[src/rtl/mips_fetch_pkg.sv]
// Shared types for the MIPS fetch unit.
// Fetch FSM states and the buffered fetch entry.
package mips_fetch_pkg;

  localparam int WORD_BYTES = 4;
  localparam logic [31:0] RESET_PC_DEFAULT = 32'h0000_0000;

  typedef enum logic [1:0] {
    IDLE,
    RUN,
    HALT
  } state_t;

  typedef struct packed {
    logic [31:0] pc;
    logic [31:0] instr;
  } fetch_entry_t;

endpackage

[src/rtl/fetch_fifo.sv]
// Instruction buffer between imem response and decode.
// Flush beats push and pop; occ never wraps.
module fetch_fifo
  import mips_fetch_pkg::*;
#(
  parameter int DEPTH = 4,
  localparam int OW = $clog2(DEPTH + 1),
  localparam int AW = $clog2(DEPTH)
) (
  input  logic         clk,
  input  logic         reset,
  input  logic         push,
  input  fetch_entry_t din,
  input  logic         pop,
  input  logic         flush,
  output logic [OW-1:0] occ,
  output fetch_entry_t head
);

  localparam logic [OW-1:0] FULL = OW'(DEPTH);
  localparam logic [AW-1:0] LAST = AW'(DEPTH - 1);

  fetch_entry_t mem [DEPTH];
  logic [AW-1:0] rd;
  logic [AW-1:0] wr;
  logic do_pop;
  logic do_push;

  assign do_pop  = pop && (occ != '0) && !flush;
  assign do_push = push && !flush && ((occ != FULL) || do_pop);
  assign head    = mem[rd];

  function automatic logic [AW-1:0] nxt(input logic [AW-1:0] p);
    return (p == LAST) ? '0 : p + AW'(1);
  endfunction

  // Entry storage; contents are don't-care while unoccupied.
  always_ff @(posedge clk) begin
    if (do_push) mem[wr] <= din;
  end

  // Pointers and occupancy.
  always_ff @(posedge clk) begin
    if (reset || flush) begin
      rd  <= '0;
      wr  <= '0;
      occ <= '0;
    end else begin
      if (do_push) wr <= nxt(wr);
      if (do_pop) rd <= nxt(rd);
      if (do_push && !do_pop) occ <= occ + OW'(1);
      else if (do_pop && !do_push) occ <= occ - OW'(1);
    end
  end

endmodule

[src/rtl/fetch_sequencer.sv]
// PC owner and imem sequencer for the MIPS core.
// Issues word fetches, buffers tagged responses, handles redirects.
module fetch_sequencer
  import mips_fetch_pkg::*;
#(
  parameter logic [31:0] RESET_PC = RESET_PC_DEFAULT,
  parameter int DEPTH = 4
) (
  input  logic        clk,
  input  logic        reset,
  input  logic        fetch_en,
  output logic        imem_en,
  output logic [31:0] imem_addr,
  input  logic [31:0] imem_rdata,
  input  logic        redirect_valid,
  input  logic [31:0] redirect_pc,
  output logic        if_valid,
  input  logic        if_ready,
  output logic [31:0] if_instr,
  output logic [31:0] if_pc,
  output logic        fetch_err
);

  localparam int OW = $clog2(DEPTH + 1);

  state_t        state;
  logic [31:0]   pc;
  logic          inflight;
  logic [31:0]   inflight_pc;
  logic [OW-1:0] occ;
  logic [OW:0]   used;
  logic          issue;
  logic          kill;
  logic          push;
  logic          pop;
  fetch_entry_t  din;
  fetch_entry_t  head;

  // Issue only from registered counts; redirect suppresses it.
  assign used  = {1'b0, occ} + (OW + 1)'(inflight);
  assign issue = (state == RUN) && !redirect_valid
              && (used < (OW + 1)'(DEPTH));

  // A response landing with a redirect or in HALT is dropped.
  assign kill = redirect_valid || (state == HALT);
  assign push = inflight && !kill;
  assign pop  = if_valid && if_ready;

  assign din.pc    = inflight_pc;
  assign din.instr = imem_rdata;

  assign imem_en   = issue;
  assign imem_addr = pc;
  assign if_valid  = (occ != '0);
  assign if_instr  = if_valid ? head.instr : '0;
  assign if_pc     = if_valid ? head.pc : '0;

  fetch_fifo #(
    .DEPTH(DEPTH)
  ) u_fifo (
    .clk  (clk),
    .reset(reset),
    .push (push),
    .din  (din),
    .pop  (pop),
    .flush(redirect_valid),
    .occ  (occ),
    .head (head)
  );

  // FSM, PC and in-flight tracking.
  always_ff @(posedge clk) begin
    if (reset) begin
      state       <= IDLE;
      pc          <= RESET_PC;
      inflight    <= 1'b0;
      inflight_pc <= '0;
      fetch_err   <= 1'b0;
    end else begin
      inflight <= issue;
      if (issue) begin
        inflight_pc <= pc;
        pc          <= pc + 32'(WORD_BYTES);
      end
      unique case (state)
        IDLE:    if (fetch_en) state <= RUN;
        RUN:     if (!fetch_en) state <= IDLE;
        default: state <= HALT;
      endcase
      if (redirect_valid) begin
        if (redirect_pc[1:0] != 2'b00) begin
          state     <= HALT;
          fetch_err <= 1'b1;
        end else if (state != HALT) begin
          pc <= redirect_pc;
        end
      end
    end
  end

endmodule

[config.mk]
export PLATFORM = sky130hd
export DESIGN_NAME = fetch_sequencer
export DESIGN_NICKNAME = d
export VERILOG_FILES = /design/src/rtl/mips_fetch_pkg.sv /design/src/rtl/fetch_fifo.sv /design/src/rtl/fetch_sequencer.sv
export SDC_FILE = /design/constraint.sdc
export NUM_CORES = 1
export LEC_CHECK = 0
export CORE_UTILIZATION = 59
export CTS_CLUSTER_SIZE = 20
export DETAILED_ROUTE_END_ITERATION = 10
export PLACE_DENSITY = 0.95
export SYNTH_ARGS = -nofsm -noshare
export SYNTH_HDL_FRONTEND = slang
export SYNTH_HIERARCHICAL = 1
export SYNTH_SLANG_ARGS = --single-unit
[constraint.sdc]
create_clock -name clk -period 9.6 [get_ports clk]
set_input_delay 1.92 -clock clk [delete_from_list [all_inputs] [get_ports clk]]
set_output_delay 1.92 -clock clk [all_outputs]
set_load 0.01 [all_outputs]
==> results of run 1 <==
[metal layers]
| metal | vias to the layer above | part of all wire (%) |
|---|---|---|
| li1 | 3488 | - |
| met1 | 3826 | 40 |
| met2 | 347 | 49 |
| met3 | 58 | 7.9 |
| met4 | 0 | 2.6 |
| met5 | - | 0 |
[Yosys cell counts (all sizes together) (2+ instances only)]
library cell | count | share of area (%)
ha | 7 | 0.66
a211oi | 19 | 1.1
nand2 | 91 | 2.6
xor2 | 8 | 0.53
nor4b | 2 | 0.13
clkbuf | 24 | 0.69
nand4 | 11 | 0.52
a21oi | 36 | 1.4
mux4 | 64 | 11
o21ai | 9 | 0.34
nor3 | 11 | 0.42
and4 | 7 | 0.46
dfxtp | 77 | 12
or4b | 2 | 0.18
and3 | 4 | 0.19
a311oi | 5 | 0.33
nor2 | 36 | 1.0
o22ai | 2 | 0.095
xnor2 | 16 | 1.1
mux2i | 7 | 0.53
nand3 | 13 | 0.49
inv | 10 | 0.28
and2 | 72 | 3.4
edfxtp | 256 | 58
or3 | 7 | 0.33
buf | 17 | 1.3
nor4 | 5 | 0.24
[registers in the layout, indices dropped and copies added, names as in the netlist, named ones only]
name         cells
inflight_pc     32
fetch_err        1
u_fifo/wr        2
u_fifo/mem     256
u_fifo/rd        2
imem_addr       32
u_fifo/occ       3
inflight         1
state            2
[through the flow]
stage	utilization (%)	instance area, µm²
finish	73.52	16090
global placement	68.64	15030
global route	73.52	16090
floorplan	-	13220
CTS	73.52	16090
detailed placement	68.64	15030
[layout make-up]
| class | count | area share (%) |
|---|---|---|
| clock buffer | 50 | 6.196 |
| clock inverter | 8 | 0.4431 |
| inverter | 10 | 0.2332 |
| multi-input combinational | 445 | 22.97 |
| sequential | 333 | 57.39 |
| tap | 280 | 2.177 |
| timing repair buffer | 172 | 10.59 |
[where the power goes]
group | total, µW | switching [µW] | internal [µW] | leakage, µW
Combinational | 88.2 | 38.8 | 49.5 | 0.00165
Clock | 1240 | 507 | 738 | 0.000536
Sequential | 1570 | 17.2 | 1550 | 0.00307
Total | 2900 | 563 | 2340 | 0.00525
[critical path, stage by stage]
cell and delay (ns):
clkdlybuf4s50_1 0.61, nor4b_1 0.59, nand2_1 0.84, inv_1 0.58, buf_4 0.39, clkdlybuf4s50_1 0.60
[how the worst max path moves through the flow]
stage                        start  cells past startpoint       to  slack, ns
floorplan           redirect_valid                      5  imem_en       4.35
global placement    redirect_valid                      6  imem_en       2.30
detailed placement  redirect_valid                      6  imem_en       2.24
CTS                 redirect_valid                      6  imem_en       2.21
global route        redirect_valid                      6  imem_en       1.91
finish              redirect_valid                      6  imem_en       2.13
[cell usage in the layout (no fill, tap or decap), types with 13 or more instances in the layout]
master and n:
dfxtp_1 75, nand2_1 91, mux4_2 60, and2_1 68, nor2_1 36, a21oi_1 36, xnor2_1 16, edfxtp_1 256
nand3_1 13, a211oi_1 19, clkbuf_16 35, clkdlybuf4s50_1 166
[cell families after synthesis]
group | count (synthesis) | synth area share (%)
XOR/XNOR | 24 | 1.590
adder cells (fa/ha/maj) | 8 | 0.8139
multiplexers | 71 | 11.55
buffers and inverters | 51 | 2.309
AND/OR/NAND/NOR | 267 | 10.42
AO/OA/AOI/OAI | 75 | 3.511
flip-flops | 333 | 69.81
==> impl_metrics.json, run 1 <==
{
  "hold_depth": 2,
  "ant_nets": 0,
  "worstPathRequired_ns": 7.68,
  "grtUsageMet3_pct": 3.982,
  "ys_types": 44,
  "worstHoldEndpoint": "fetch_err",
  "drtPass1Iterations": 5,
  "syn_inst": 829,
  "power.total_uw": 2899,
  "port_buffers": 167,
  "multi_input_area_um2": 3697,
  "rrSetupSlack_ns": 6.19,
  "rr_endpoint": "imem_addr[5]",
  "dieArea_um2": 23010,
  "rr_startpoint": "u_fifo/occ[2]",
  "hp-start": "fetch_err",
  "met1_usage_pct": 31.45,
  "fin_crit_ns": 7.470,
  "routed_wl_um": 26990,
  "fill_cells": 1317,
  "wl_per_cell_um": 20.79,
  "finalClockSkew_ns": 0.009737,
  "min_path_type": "reg -> reg",
  "synthFlopType": "edfxtp_1",
  "end_kind": "output port",
  "antenna_found_initial": 0,
  "startpoint_type": "input pin",
  "grt_pass1_vias": 7877,
  "max_freq_mhz": 133.9,
  "fin_crit_sh_pct": 77.82,
  "grt_usage_pct": 23.66,
  "grt_most_used_layer": "met2",
  "post-cts-setup-buffers": 0,
  "synth_nets": 906,
  "syn-cell-area_um2": 13220,
  "die_x_um": 151.7,
  "crit_type": "in -> out",
  "hold_viol": 0,
  "io_pins": 168,
  "synth_edf_count": 256,
  "leakage_uw": 0.005254,
  "register_area_um2": 9236,
  "cts_resized": 0,
  "peakVddDrop_mv": 0.1254,
  "start_util_pct": 60.39,
  "rows": 54,
  "clk_latency_ns": 0.56,
  "cts_buffers": 31,
  "outcome": "complete, no violations",
  "viasPerCell": 5.947,
  "place_ws_ns": 2.235,
  "area_growth_pct": 21.74,
  "tightest_slew_ns": 1.187,
  "power_density_nw_per_um2": 180.1,
  "synth_seq_cells": 333,
  "cts_sinks": 333,
  "cts_max_path_buffers": 3,
  "finalNetCount": 1070,
  "num_vias": 7719,
  "place_congestion": 0.8894,
  "use_met2_pct": 39.82,
  "avgSynthCellArea_um2": 15.95,
  "tns_ns": 0,
  "htreeDepth": 1,
  "rsz0062_at_grt": "no",
  "tritoncts": "built",
  "grt_pass1_wl_um": 41230,
  "dp_hpwl_um": 15780,
  "maxCapViolCount": 0,
  "drive_above_1_share_pct": 12.67,
  "antenna_cells": 0,
  "yosysSeqAreaShare_pct": 69.81,
  "clock-root-buffer": "clkbuf_16",
  "grt_start_max_net_pins": 69,
  "cts-hold-fix-buffers": 0,
  "placedCellCount": 1240,
  "die_y_um": 151.7,
  "fin_hold_ws_ns": 0.4670,
  "yosysWarnings": 6,
  "fin_cells": 1298,
  "slew_headroom_pct": 20.68,
  "core-area_um2": 21890,
  "drc": 0,
  "finalWorstSetupSlack_ns": 2.130,
  "setup_viol": 0,
  "initialDrtViolationCount": 615,
  "r2r_cells": 7,
  "clk_pin_slew_ns": 0.06,
  "arrival_ns": 5.55,
  "gr-total-overflow": 0,
  "synthArstFlopShare_pct": 0,
  "slew_violations": 0,
  "cp_max_fo": 35
}
Note: power is estimated with default switching activity, not from simulation.
==> run 2: changes to the inputs <==
--- a/config.mk
+++ b/config.mk
@@ -5,10 +5,10 @@
 export SDC_FILE = /design/constraint.sdc
 export NUM_CORES = 1
 export LEC_CHECK = 0
-export CORE_UTILIZATION = 59
+export CORE_UTILIZATION = 50
 export CTS_CLUSTER_SIZE = 20
 export DETAILED_ROUTE_END_ITERATION = 10
-export PLACE_DENSITY = 0.95
+export PLACE_DENSITY = 0.88
 export SYNTH_ARGS = -nofsm -noshare
 export SYNTH_HDL_FRONTEND = slang
 export SYNTH_HIERARCHICAL = 1
==> constraint.sdc (replaced) <==
create_clock -name clk -period 6.15 [get_ports clk]
set_input_delay 1.23 -clock clk [delete_from_list [all_inputs] [get_ports clk]]
set_output_delay 1.23 -clock clk [all_outputs]
set_load 0.01 [all_outputs]
==> run 2 against run 1 <==
Power up 58%. First-iteration DRC count down 6.7%. Die area up 18%. Global-route usage down 3.3 points. Routed wire length down 0.17%. Sequential share of layout area down 0.39 points. Sequential power up 55%. Highest routed layer unchanged.
==> impl_metrics.json, run 2 (same netlist as run 1, synthesis figures left out) <==
{
  "die_y_um": 164.6,
  "grt_usage_pct": 20.37,
  "leakage_uw": 0.005249,
  "largest_register_ffs": 256,
  "cts_max_path_buffers": 3,
  "drtPass1Iterations": 4,
  "drc": 0,
  "drive_above_1_share_pct": 12.52,
  "cts_resized": 0,
  "core-area_um2": 25980,
  "crit_top_cell": "clkdlybuf4s50_1",
  "gr-total-overflow": 0,
  "ant_nets": 0,
  "hold_viol": 0,
  "startpoint_type": "input pin",
  "antenna_found_initial": 0,
  "num_vias": 7595,
  "end_kind": "output port",
  "place_congestion": 0.8842,
  "rows": 59,
  "slowest_delay_ns": 0.78,
  "slew_violations": 0,
  "cts-hold-fix-buffers": 0,
  "slew_headroom_pct": 29.76,
  "final_core_util_pct": 62.36,
  "setup.worst_path.start": "redirect_valid",
  "fin_crit_sh_pct": 76.21,
  "port_buffers": 167,
  "tightest_slew_ns": 1.054,
  "peakVddDrop_mv": 0.1474,
  "routed_wl_um": 26940,
  "dieArea_um2": 27090,
  "post-cts-setup-buffers": 0,
  "io_pins": 168,
  "crit_chain": "clkdlybuf4s50_1, nor4b_1, nand2_1, inv_1, clkdlybuf4s50_1",
  "rr_startpoint": "u_fifo/occ[0]",
  "clock-root-buffer": "clkbuf_16",
  "r2r_cells": 10,
  "rsz0062_at_grt": "no",
  "largest-register": "u_fifo/mem",
  "slowest_stage": "nor4b_1",
  "layout_commonest_cell": "edfxtp_1",
  "finalClockSkew_ns": 0.01517,
  "power_density_nw_per_um2": 281.9,
  "initialDrtViolationCount": 574,
  "tritoncts": "built",
  "hold_depth": 2,
  "min_path_type": "reg -> reg",
  "dp_hpwl_um": 15900,
  "wl_per_cell_um": 19.85,
  "clk_pin_slew_ns": 0.06,
  "grt_pass1_wl_um": 41390,
  "worst-path-stages": 5,
  "outcome": "complete, no violations",
  "hp-start": "fetch_err",
  "cts_sinks": 333,
  "setup_viol": 0,
  "area_growth_pct": 22.57,
  "antenna_cells": 0,
  "cp_max_fo": 12,
  "finalNetCount": 1074,
  "crit_type": "in -> out",
  "worst-path-buf-inv": 3,
  "mostFrequentLayoutCells": "edfxtp_1, clkdlybuf4s50_1, nand2_1",
  "cts_buffers": 34,
  "start_util_pct": 50.88,
  "max_freq_mhz": 213.4,
  "fin_crit_ns": 4.687,
  "grt_pass1_vias": 7659,
  "grt_start_max_net_pins": 69,
  "htreeDepth": 2,
  "tns_ns": 0,
  "critPathTopFamily": "buffers and inverters",
  "viasPerCell": 5.597,
  "die_x_um": 164.6,
  "worstPathRequired_ns": 4.92,
  "maxCapViolCount": 0,
  "clk_latency_ns": 0.50,
  "arrival_ns": 3.46
}
-- run 2: changes by cell type in the layout (fill, tap and decap cells not counted), sizes merged --
cell / previous run / this run
clkinv: 4 / 12
clkbuf: 50 / 43
clkinvlp: 0 / 4
inv: 13 / 10
buf: 6 / 7
bufinv: 1 / 2
-- run 2: area by class of cell --
type	count	area (µm²)
fill	1882	9781
sequential	333	9236
multi-input combinational	445	3697
timing repair buffer	173	1712
clock buffer	43	958.4
tap	335	419.2
clock inverter	18	143.9
inverter	10	37.54
-- run 2: path summary, 6_finish.rpt --
check | end | slack (ns)
max | imem_en | 1.46
min reg2reg | fetch_err | 0.46
min | fetch_err | 0.46
max reg2reg | u_fifo/occ[2] | 3.09
-- run 2: routing by layer --
metal | global-route usage, % | wire length [µm]
met5 | 0 | 0
met4 | 6.380 | 539
met3 | 4.093 | 1879
met2 | 33.92 | 13110
met1 | 26.99 | 11410
-- run 2: power breakdown --
group	internal [µW]	total, µW	switching (µW)	leakage [µW]
Combinational	77.4	138	60.9	0.00165
Sequential	2420	2440	25.3	0.00307
Clock	1190	1990	798	0.000526
-- run 2: stage by stage --
stage	cells	worst slack (ns)	area, µm²	power, µW	hold slack (ns)
after floorplan	829	2.285	13220	2531	0.4557
after global placement	1296	1.554	15100	2625	0.4391
after detailed placement	1296	1.538	15100	2628	0.4403
after CTS	1357	1.478	16200	4614	0.4590
after global routing	1357	1.330	16200	4705	0.4904
final	1357	1.463	16200	4568	0.4553
-- run 2: tightest hold or removal path: stages (launching register included) --
cell,delay (ns)
dfxtp_1,0.31
inv_1,0.05
a21oi_1,0.05
